<file path="src/rtl/mstage_lsu_pkg.sv">
// Shared definitions for the memory stage: load-type encodings, reset PC,
// AXI response codes and the write-back pass-through bundle.
package mstage_lsu_pkg;

  localparam logic [2:0]  MRT_LB   = 3'd0;
  localparam logic [2:0]  MRT_LH   = 3'd1;
  localparam logic [2:0]  MRT_LW   = 3'd2;
  localparam logic [2:0]  MRT_LBU  = 3'd4;
  localparam logic [2:0]  MRT_LHU  = 3'd5;

  localparam logic [31:0] RESET_PC = 32'h8000_0000;
  localparam logic [1:0]  AXI_OKAY = 2'b00;

  typedef struct packed {
    logic [31:0] pc;
    logic [31:0] alures;
    logic [4:0]  rd;
    logic [2:0]  rdregsrc;
  } wb_pass_t;

  // Half needs addr[0]=0, word needs addr[1:0]=0; bytes are always aligned.
  function automatic logic misaligned(input logic [3:0] mask, input logic [1:0] lo);
    return ((mask == 4'h3) && lo[0]) || ((mask == 4'hF) && (lo != 2'b00));
  endfunction

endpackage

</file>
<file path="src/rtl/mstage_lsu_load_ext.sv">
// Combinational load alignment: shift the bus word down to the addressed
// byte lane, then sign/zero extend according to the load type.
module lsu_load_ext
  import mstage_lsu_pkg::*;
(
  input  logic [31:0] rdata_i,
  input  logic [1:0]  addr_lo_i,
  input  logic [2:0]  mrtype_i,
  output logic [31:0] data_o
);

  logic [31:0] sh;
  assign sh = rdata_i >> {addr_lo_i, 3'b000};

  always_comb begin
    data_o = sh;
    case (mrtype_i)
      MRT_LB:  data_o = {{24{sh[7]}},  sh[7:0]};
      MRT_LH:  data_o = {{16{sh[15]}}, sh[15:0]};
      MRT_LBU: data_o = {24'h0, sh[7:0]};
      MRT_LHU: data_o = {16'h0, sh[15:0]};
      default: data_o = sh;
    endcase
  end

endmodule

</file>
<file path="src/rtl/mstage_lsu.sv">
// Memory-access stage: one AXI4-Lite transaction per load/store, registered
// result for write-back. Define LSU_ALIGN_CHECK_EN to fault misaligned ops.
module mstage_lsu
  import mstage_lsu_pkg::*;
#(
  parameter int ADDR_W = 32,
  parameter int DATA_W = 32
) (
  input  logic              clk,
  input  logic              rst,
  input  logic              s_valid,
  output logic              s_ready,
  input  logic              mvalidX,
  input  logic              mwenX,
  input  logic [7:0]        mwmaskX,
  input  logic [2:0]        mrtypeX,
  input  logic [31:0]       aluresX,
  input  logic [31:0]       src2X,
  input  logic [2:0]        rdregsrcX,
  input  logic [4:0]        rdX,
  input  logic [31:0]       pcX,
  output logic              m_valid,
  input  logic              m_ready,
  output logic [31:0]       aluresM,
  output logic [31:0]       pcM,
  output logic [2:0]        rdregsrcM,
  output logic [4:0]        rdM,
  output logic [31:0]       mrdataM,
  output logic              merrM,
  output logic [ADDR_W-1:0] araddr,
  output logic              arvalid,
  input  logic              arready,
  input  logic [DATA_W-1:0] rdata,
  input  logic [1:0]        rresp,
  input  logic              rvalid,
  output logic              rready,
  output logic [ADDR_W-1:0] awaddr,
  output logic              awvalid,
  input  logic              awready,
  output logic [DATA_W-1:0] wdata,
  output logic [3:0]        wstrb,
  output logic              wvalid,
  input  logic              wready,
  input  logic [1:0]        bresp,
  input  logic              bvalid,
  output logic              bready
);

  typedef enum logic [2:0] {
    S_IDLE, S_RD_ADDR, S_RD_DATA, S_WR, S_WR_RESP, S_DONE
  } state_e;

  state_e state_q, state_d;

  wb_pass_t          pass_q;
  logic [2:0]        mrtype_q;
  logic [1:0]        addr_lo_q;
  logic [31:0]       mrdata_q;
  logic              merr_q;
  logic              aw_done_q, w_done_q;
  logic [ADDR_W-1:0] araddr_q, awaddr_q;
  logic [DATA_W-1:0] wdata_q;
  logic [3:0]        wstrb_q;

  logic              mis;
  logic [7:0]        strb_sh;
  logic [31:0]       ld_data;
  logic [7:0]        unused_bits;

`ifdef LSU_ALIGN_CHECK_EN
  assign mis = mvalidX && misaligned(mwmaskX[3:0], aluresX[1:0]);
`else
  assign mis = 1'b0;
`endif

  // Lanes shifted past bit 3 by a misaligned address fall off the bus.
  assign strb_sh     = {4'h0, mwmaskX[3:0]} << aluresX[1:0];
  assign unused_bits = {strb_sh[7:4], mwmaskX[7:4]};

  lsu_load_ext u_ext (
    .rdata_i  (rdata[31:0]),
    .addr_lo_i(addr_lo_q),
    .mrtype_i (mrtype_q),
    .data_o   (ld_data)
  );

  always_comb begin
    state_d = state_q;
    case (state_q)
      S_IDLE:    if (s_valid) begin
                   if (!mvalidX || mis) state_d = S_DONE;
                   else if (mwenX)      state_d = S_WR;
                   else                 state_d = S_RD_ADDR;
                 end
      S_RD_ADDR: if (arready) state_d = S_RD_DATA;
      S_RD_DATA: if (rvalid)  state_d = S_DONE;
      S_WR:      if ((aw_done_q || awready) && (w_done_q || wready)) state_d = S_WR_RESP;
      S_WR_RESP: if (bvalid)  state_d = S_DONE;
      S_DONE:    if (m_ready) state_d = S_IDLE;
      default:   state_d = S_IDLE;
    endcase
  end

  always_ff @(posedge clk) begin
    if (rst) state_q <= S_IDLE;
    else     state_q <= state_d;
  end

  always_ff @(posedge clk) begin
    if (rst) begin
      pass_q    <= '{pc: RESET_PC, alures: '0, rd: '0, rdregsrc: '0};
      mrtype_q  <= '0;
      addr_lo_q <= '0;
      mrdata_q  <= '0;
      merr_q    <= 1'b0;
      aw_done_q <= 1'b0;
      w_done_q  <= 1'b0;
      araddr_q  <= '0;
      awaddr_q  <= '0;
      wdata_q   <= '0;
      wstrb_q   <= '0;
    end else begin
      case (state_q)
        S_IDLE: if (s_valid) begin
          pass_q    <= '{pc: pcX, alures: aluresX, rd: rdX, rdregsrc: rdregsrcX};
          mrtype_q  <= mrtypeX;
          addr_lo_q <= aluresX[1:0];
          mrdata_q  <= '0;
          merr_q    <= mis;
          aw_done_q <= 1'b0;
          w_done_q  <= 1'b0;
          araddr_q  <= {aluresX[ADDR_W-1:2], 2'b00};
          awaddr_q  <= {aluresX[ADDR_W-1:2], 2'b00};
          wdata_q   <= DATA_W'(src2X << {aluresX[1:0], 3'b000});
          wstrb_q   <= strb_sh[3:0];
        end
        S_WR: begin
          if (awready) aw_done_q <= 1'b1;
          if (wready)  w_done_q  <= 1'b1;
        end
        S_RD_DATA: if (rvalid) begin
          mrdata_q <= ld_data;
          merr_q   <= (rresp != AXI_OKAY);
        end
        S_WR_RESP: if (bvalid) merr_q <= (bresp != AXI_OKAY);
        default: ;
      endcase
    end
  end

  assign s_ready   = (state_q == S_IDLE);
  assign m_valid   = (state_q == S_DONE);
  assign arvalid   = (state_q == S_RD_ADDR);
  assign rready    = (state_q == S_RD_DATA);
  assign awvalid   = (state_q == S_WR) && !aw_done_q;
  assign wvalid    = (state_q == S_WR) && !w_done_q;
  assign bready    = (state_q == S_WR_RESP);
  assign araddr    = araddr_q;
  assign awaddr    = awaddr_q;
  assign wdata     = wdata_q;
  assign wstrb     = wstrb_q;
  assign aluresM   = pass_q.alures;
  assign pcM       = pass_q.pc;
  assign rdM       = pass_q.rd;
  assign rdregsrcM = pass_q.rdregsrc;
  assign mrdataM   = mrdata_q;
  assign merrM     = merr_q;

endmodule

</file>
<file path="config.mk">
export PLATFORM = sky130hd
export DESIGN_NAME = mstage_lsu
export DESIGN_NICKNAME = d
export VERILOG_FILES = /design/src/rtl/mstage_lsu_pkg.sv /design/src/rtl/mstage_lsu_load_ext.sv /design/src/rtl/mstage_lsu.sv
export SDC_FILE = /design/constraint.sdc
export NUM_CORES = 1
export LEC_CHECK = 0
export BUFFER_PORTS_ARGS = -buffer_cell sky130_fd_sc_hd__buf_2
export CAP_MARGIN = 40
export CORE_AREA = 2 2 143 145
export DETAILED_ROUTE_END_ITERATION = 8
export DIE_AREA = 0 0 145 147
export PLACE_DENSITY = 0.66
export SYNTH_ARGS = -nofsm -noshare
export SYNTH_HDL_FRONTEND = slang
export SYNTH_HIERARCHICAL = 1
export SYNTH_SLANG_ARGS = --single-unit
</file>
<file path="constraint.sdc">
create_clock -name clk -period 2.3 [get_ports clk]
set_clock_uncertainty 0.2 [all_clocks]
set_input_delay 0.23 -clock clk [delete_from_list [all_inputs] [get_ports clk]]
set_output_delay 0.23 -clock clk [all_outputs]
set_load 0.05 [all_outputs]
</file>
* After elaboration in Yosys (flattened, before gate mapping)
Cells that the tools add are included.
Operators by class: equality and inequality tests 16, shift-type cells 3, muxes and demuxes 21, reductions and logical operators 20
Operators by type and width (number):
- $pmux W32 S4 | 1
- $mux W32 | 2
- $pmux W32 S2 | 1
- $shl A32 B5 Y32 | 1
- $shr A32 B5 Y32 | 1
- $mux W3 | 7
- $pmux W3 S6 | 1
- $eq A3 B3 Y1 const B | 4
- $ne A2 B2 Y1 const B | 6
- $reduce_and A3 Y1 | 3
- $reduce_bool A2 Y1 | 4
- $eq A3 B1 Y1 const B | 2
- $eq A3 B2 Y1 const B | 2
- $logic_not A3 Y1 | 2
- $reduce_and A6 Y1 | 1
- $mux W1 | 5
- $ne A2 B1 Y1 const B | 2
- $pmux W1 S2 | 2
- $reduce_and A4 Y1 | 1
- $shl A4 B2 Y4 | 1
- $logic_and A1 B1 Y1 | 3
- $pmux W1 S3 | 1
- $reduce_bool A3 Y1 | 1
- $logic_not A1 Y1 | 2
- other kinds (3) | 4
Word-level totals: bits in registers 181, input port bits 162, output and inout port bits 212, word-level logic and storage cells 74

* Longest topological paths before layout
Gate-level depths: netlist (run 1).
depth after elaboration 4, gate-level depth with buffers 8, mapped depth without buffers 6

* Cells and area by module
The synthesis (run 1) kept the hierarchy.
By module, submodules not included:
- mstage_lsu | times used 1, cells an instance 589, area an instance 6134.6 um^2, seq. area each 2982.9 um^2
- lsu_load_ext | times used 1, cells an instance 107, area an instance 694.4 um^2, seq. area each 0.0 um^2

* Worst setup path after synthesis (run 1)
OpenSTA, ideal clock, no wires.
kind reg-to-reg, start reg state_q[0], end reg state_q[1], data arrival time 2267 ps, data required time 1994 ps, setup slack -273 ps, cell stages (with the launch flop) 6, cell sequence dfxtp_1 -> clkbuf_1 -> clkbuf_1 -> nor3b_1 -> nand3_1 -> o311ai_0
On the way: longest elaborated chain between the ends 3, elaborated cells on any way between the ends 14, classes of those cells 11 x eq/ne; 1 x mux; 2 x reduce/logical
Ends and longest elaborated chain:
- start, declared | line mstage_lsu.sv:53 | state_e state_q, state_d;
- start signal, assigned | line mstage_lsu.sv:106 | else state_q <= state_d;
- $eq A3 B1 Y1 *
- via arvalid | line mstage_lsu.sv:31 | output logic arvalid,
- $ne A2 B1 Y1 (no source line)
- $reduce_and A6 Y1 (no source line)
Mark *: on every way through the listed nets, which the timed path passes. The rest lies on a longest branch. A chain may end at the register's enable or synchronous reset.

* Final worst setup path (run 1)
start reg state_q[1], end out awvalid
On the way: longest elaborated chain between the ends 2
Ends and longest elaborated chain:
- $eq A3 B2 Y1 | line mstage_lsu.sv:155 | assign awvalid = (state_q == S_WR) && !aw_done_q;
- $logic_and A1 B1 Y1 | line mstage_lsu.sv:155
- end, declared | line mstage_lsu.sv:38 | output logic awvalid,
Every way passes these cells.

==> results of run 1 <==
==> state kept, by name, summed over array words and instances, names as in the netlist <==
signal     count
aluresM       31
w_done_q       1
rdM            5
wstrb          4
state_q        3
wdata         32
rdregsrcM      3
mrdataM       32
aw_done_q      1
pcM           32
merrM          1
araddr         1
mrtype_q       3
==> path summary, 6_finish.rpt <==
path | slack [ps] | from | end | cells past startpoint
hold / removal | 10 | rdata[26] | mrdataM[26] | 5
setup / recovery | 140 | state_q[1] | awvalid | 5
setup reg to reg | 240 | state_q[1] | aluresM[11] | 5
hold reg to reg | 260 | wdata[15] | wdata[15] | 1
==> layer usage <==
metal	track usage, %	vias to the layer above	part of all wire [%]
li1	-	3301	-
met1	26.0	3261	43
met2	34.0	279	48
met3	5.68	26	7.3
met4	7.03	0	2.0
met5	0	-	0
==> area by class of cell <==
class | instances | area [sq um] | area share, %
antenna | 1 | 2.50 | 0.0250
clock inverter | 13 | 134 | 1.34
clock buffer | 19 | 443 | 4.42
timing repair buffer | 496 | 3130 | 31.2
inverter | 4 | 17.5 | 0.175
sequential | 149 | 2980 | 29.8
tap | 270 | 338 | 3.37
multi-input combinational | 415 | 2980 | 29.7
==> cells by family (layout without fill, tap and decap cells) <==
group	after synthesis	in the layout	share of synthesized area, %
compound gates	246	246	27.1
flops	149	149	43.7
buf+inv	135	532	13.3
simple gates	124	124	9.89
mux	41	41	6.03
other cells	1	5	0.0549
==> worst max-delay path, delay by kind of cell (launching register included) <==
kind / cells / cell delay, ps
buffers and inverters: 2 / 520
and+or+nand+nor: 3 / 400
DFF: 1 / 380
==> cell usage after synthesis (all sizes together), types with 2 or more instances <==
| cell | count |
|---|---|
| nor2b | 21 |
| mux2i | 40 |
| o2bb2ai | 18 |
| o311ai | 2 |
| a21oi | 44 |
| a32o | 9 |
| o21a | 2 |
| dfxtp | 149 |
| a221oi | 2 |
| nor2 | 27 |
| nor3 | 2 |
| a22o | 93 |
| buf | 101 |
| or3 | 2 |
| a211o | 10 |
| nand2b | 4 |
| nand4 | 32 |
| clkbuf | 30 |
| a211oi | 15 |
| and3b | 2 |
| nand2 | 26 |
| inv | 4 |
| o21ai | 40 |
==> per-stage QoR <==
stage | area [sq um] | hold WS [ps]
final | 10000 | 12.8
after global routing | 10000 | 20.9
after CTS | 10000 | 0.157
after detailed placement | 8360 | 241
after global placement | 8360 | 239
after floorplan | 6850 | 155
==> report_power, final <==
part | internal, mW | leakage [nW] | switching [mW] | total (mW)
Combinational | 1.40 | 3.28 | 3.78 | 5.18
Sequential | 2.99 | 1.22 | 0.301 | 3.30
Clock | 1.55 | 0.274 | 1.21 | 2.76
Total | 5.94 | 4.77 | 5.30 | 11.2
==> repair_timing <==
item,CTS,global route
hold buffers,107,0
setup endpoints to repair,2,2
buffers inserted,0,0
gates resized for setup,1,3
endpoints found under the hold margin,120,0
==> flow_summary.json, run 1 <==
{
  "overflow": 0,
  "drcViolationCount": 0,
  "cts_buffers": 17,
  "max_freq_mhz": 464,
  "fin_crit_ps": 2160,
  "nets": 1245,
  "routed_wl_mm": 22.8,
  "power_density_nw_per_um2": 1120,
  "grt_pass1_vias": 6593,
  "finalSetupViolCount": 0,
  "stdcell_count": 1367,
  "core_area_sq_um": 19800,
  "hold_path_class": "primary input to flip-flop",
  "drive_above_1_share_pct": 40.1,
  "clk_latency_ps": 420,
  "place_ws_ps": 292,
  "synthArstFlopShare_pct": 0,
  "port_buffers": 365,
  "clk_pin_slew_ps": 60,
  "cts_tree": "yes",
  "dr.first_iter.drc_count": 463,
  "crit_path_start_kind": "flip-flop",
  "synth_cell_types": 51,
  "yosysTopAreaCell": "dfxtp_1",
  "start_util_pct": 34.4,
  "final_common_cell": "buf_2",
  "syn_avg_cell_area_sq_um": 9.81,
  "grt_usage_pct": 20.6,
  "dieArea_sq_um": 21300,
  "die-width_um": 145,
  "crit_chain": "buf_12 > nor2b_1 > nand2_1 > nor2_1 > buf_2",
  "vias": 6867,
  "synth-seq-cells": 149,
  "grt_pass1_wl_mm": 35.6,
  "synth_area_sq_um": 6830,
  "hold_viol": 0,
  "drv_cap": 0,
  "dp_hpwl_mm": 15.2,
  "dp_cells": 1227,
  "place_congestion": 0.802,
  "leakage_nw": 4.77,
  "fillers": 1796,
  "timing.final.max_slew_violations": 0,
  "fp.dieH_um": 147,
  "cp.required_ps": 1870,
  "ios": 374,
  "antenna_found_initial": 2,
  "post_drt_wl_per_cell_um": 16.7,
  "synth_top_area_share_pct": 43.7,
  "root_buffer": "clkbuf_16",
  "cpPeakStageDelay_ps": 380,
  "h-tree-depth": 4,
  "synth.yosys.seq_area_share_pct": 43.7,
  "clk_path_buf_depth": 2,
  "vias_per_cell": 5.02,
  "synth_warnings": 6,
  "power.total_mw": 11.2,
  "synthFlopType": "dfxtp_1",
  "synthCells": 696,
  "detail-route-antenna-nets": 0,
  "num_rows": 52,
  "syn_to_final_growth_pct": 46.8,
  "worst_slew_pin_slew_ps": 812,
  "finalCritPeriodShare_pct": 93.7,
  "critical_path_class": "flip-flop to primary output",
  "crit_path_end_kind": "primary output",
  "tns_ps": 0,
  "worstPathArrival_ps": 1730,
  "ir_drop_mv": 0.571,
  "status": "completed",
  "cts.sinks": 149,
  "grt_max_degree": 93,
  "drt_pass1_iterations": 4,
  "synth_area_leaders": "dfxtp_1, a22o_1, buf_4",
  "final_cell_mix": "buf_2, dfxtp_1, dlygate4sd3_1, a22o_1, a21oi_1",
  "slowest_stage": "dfxtp_1",
  "synth_edf_count": 0,
  "worst_slack_ps": 145,
  "critPathMaxFanout": 47,
  "final_util_pct": 50.5,
  "relSlewSlack_pct": 45.8
}
Note: power is estimated with default switching activity, not from simulation.
==> run 2: changes to the inputs <==
--- a/config.mk
+++ b/config.mk
@@ -5,12 +5,13 @@
 export SDC_FILE = /design/constraint.sdc
 export NUM_CORES = 1
 export LEC_CHECK = 0
-export BUFFER_PORTS_ARGS = -buffer_cell sky130_fd_sc_hd__buf_2
+export BUFFER_PORTS_ARGS = -buffer_cell sky130_fd_sc_hd__buf_4
 export CAP_MARGIN = 40
 export CORE_AREA = 2 2 143 145
 export DETAILED_ROUTE_END_ITERATION = 8
 export DIE_AREA = 0 0 145 147
 export PLACE_DENSITY = 0.66
+export REMOVE_ABC_BUFFERS = 1
 export SYNTH_ARGS = -nofsm -noshare
 export SYNTH_HDL_FRONTEND = slang
 export SYNTH_HIERARCHICAL = 1
==> run 2 against run 1 <==
Against the previous run:
- worst hold slack better by 5.1 ps
- sequential power about the same
- final area increased by 8.6%
- die area unchanged
- global-route usage increased by 1.4 points
- sequential share of layout area fell by 2.4 points
- combinational power is 8.5% higher
- routed wire length rose by 5.8%
- critical endpoint is now rready
- largest power group unchanged
==> flow_summary.json, run 2 (same netlist as run 1, synthesis figures left out) <==
{
  "final_area_sq_um": 10900,
  "routed_wl_mm": 24.1,
  "dp_hpwl_mm": 16.0,
  "syn_to_final_growth_pct": 59.5,
  "drt_pass1_iterations": 4,
  "worstPathArrival_ps": 1750,
  "drv_cap": 0,
  "clk_pin_slew_ps": 60,
  "drcViolationCount": 0,
  "finalSetupViolCount": 0,
  "place_congestion": 0.792,
  "leakage_nw": 4.91,
  "cts_hold_buf": 106,
  "hold_path_class": "primary input to flip-flop",
  "met2_usage_pct": 37.8,
  "hold_viol": 0,
  "seq_power_share_pct": 28.3,
  "ios": 374,
  "dr.first_iter.drc_count": 275,
  "root_buffer": "clkbuf_16",
  "cp.required_ps": 1870,
  "critPathMaxFanout": 18,
  "grt_pass1_vias": 6994,
  "antenna_found_initial": 0,
  "post_drt_wl_per_cell_um": 17.7,
  "relSlewSlack_pct": 58.6,
  "die-width_um": 145,
  "crit_path_end_kind": "primary output",
  "clk_path_buf_depth": 2,
  "overflow": 0,
  "power_frac_comb_pct": 48.0,
  "port_buffers": 365,
  "critical_path_class": "flip-flop to primary output",
  "detail-route-antenna-nets": 0,
  "worst_slew_pin_slew_ps": 618,
  "timing.final.max_slew_violations": 0,
  "grt_usage_pct": 22.0,
  "num_rows": 52,
  "final_common_cell": "buf_4",
  "power_density_nw_per_um2": 1070,
  "cts_tree": "yes",
  "fin_crit_ps": 2180,
  "status": "completed",
  "nets": 1240,
  "max_freq_mhz": 458,
  "finalCritPeriodShare_pct": 94.9,
  "dp_cells": 1223,
  "cts_resized": 0,
  "internal-power_mw": 6.35,
  "fp.dieH_um": 147,
  "cts.sinks": 149,
  "h-tree-depth": 4,
  "ir_drop_mv": 0.615,
  "dieArea_sq_um": 21300,
  "rsz0062_at_grt": "no",
  "hold-worst-slack_ps": 17.9,
  "postCtsSetupBuffers": 0,
  "grt-busiest-layer": "met2",
  "crit_path_start_kind": "flip-flop",
  "drive_above_1_share_pct": 39.7,
  "vias": 6948,
  "placed_area_sq_um": 9250,
  "start_util_pct": 34.4,
  "vias_per_cell": 5.11,
  "grt_max_degree": 111,
  "grt_pass1_wl_mm": 37.6,
  "grtUsageMet3_pct": 6.18,
  "core_area_sq_um": 19800,
  "antenna_cells": 0,
  "power_frac_clock_pct": 23.6,
  "power.total_mw": 11.7,
  "clk_latency_ps": 420,
  "globalRouteMet1Util_pct": 26.2,
  "stdcell_count": 1361,
  "cts_buffers": 17,
  "final_cell_mix": "buf_4, dfxtp_1, dlygate4sd3_1, a22o_1, a21oi_1",
  "p_switching_mw": 5.35,
  "netSwitchingFraction_pct": 45.7
}
run 2: area by class of cell:
cell class	count	area, sq um
well taps	270	338
clock inverters	13	135
clock buffers	19	443
repair buffers	491	4000
fillers	1742	8950
flip-flops and latches	149	2980
multi-input cells	415	2970
inverters	4	17.5
run 2: through the flow:
stage	TNS, ps	setup slack (ps)	utilization, %
after CTS	0	108	54.9
after global placement	0	342	46.6
after global routing	0	52.1	54.9
after floorplan	-280580	-2530	-
final	0	117	54.9
after detailed placement	0	299	46.6
run 2: worst paths after layout:
path | from | endpoint | slack (ps) | cells after the start
min | rdata[29] | mrdataM[29] | 20 | 5
max reg2reg | state_q[1] | w_done_q | 180 | 5
min reg2reg | wdata[10] | wdata[10] | 270 | 1
max | state_q[2] | rready | 120 | 4
run 2: metal layers:
layer / up-vias / routed length (um)
met1: 3316 / 9900
met3: 45 / 1560
li1: 3291 / -
met2: 296 / 11900
met5: - / 0
met4: 0 / 765
run 2: power groups by stage:
| stage | Sequential, mW | Clock [mW] | Combinational (mW) |
|---|---|---|---|
| floorplan | 5.45 | 0 | 1.40 |
| global placement | 3.34 | 0 | 5.44 |
| detailed placement | 3.35 | 0 | 5.45 |
| CTS | 3.30 | 2.83 | 5.60 |
| global route | 3.37 | 2.95 | 5.89 |
| finish | 3.32 | 2.76 | 5.62 |
run 2: worst max-delay path, stage by stage (launching register included):
cell and delay, ps:
dfxtp_1 300, buf_4 180, or2_2 460, nor2_1 180, buf_4 220
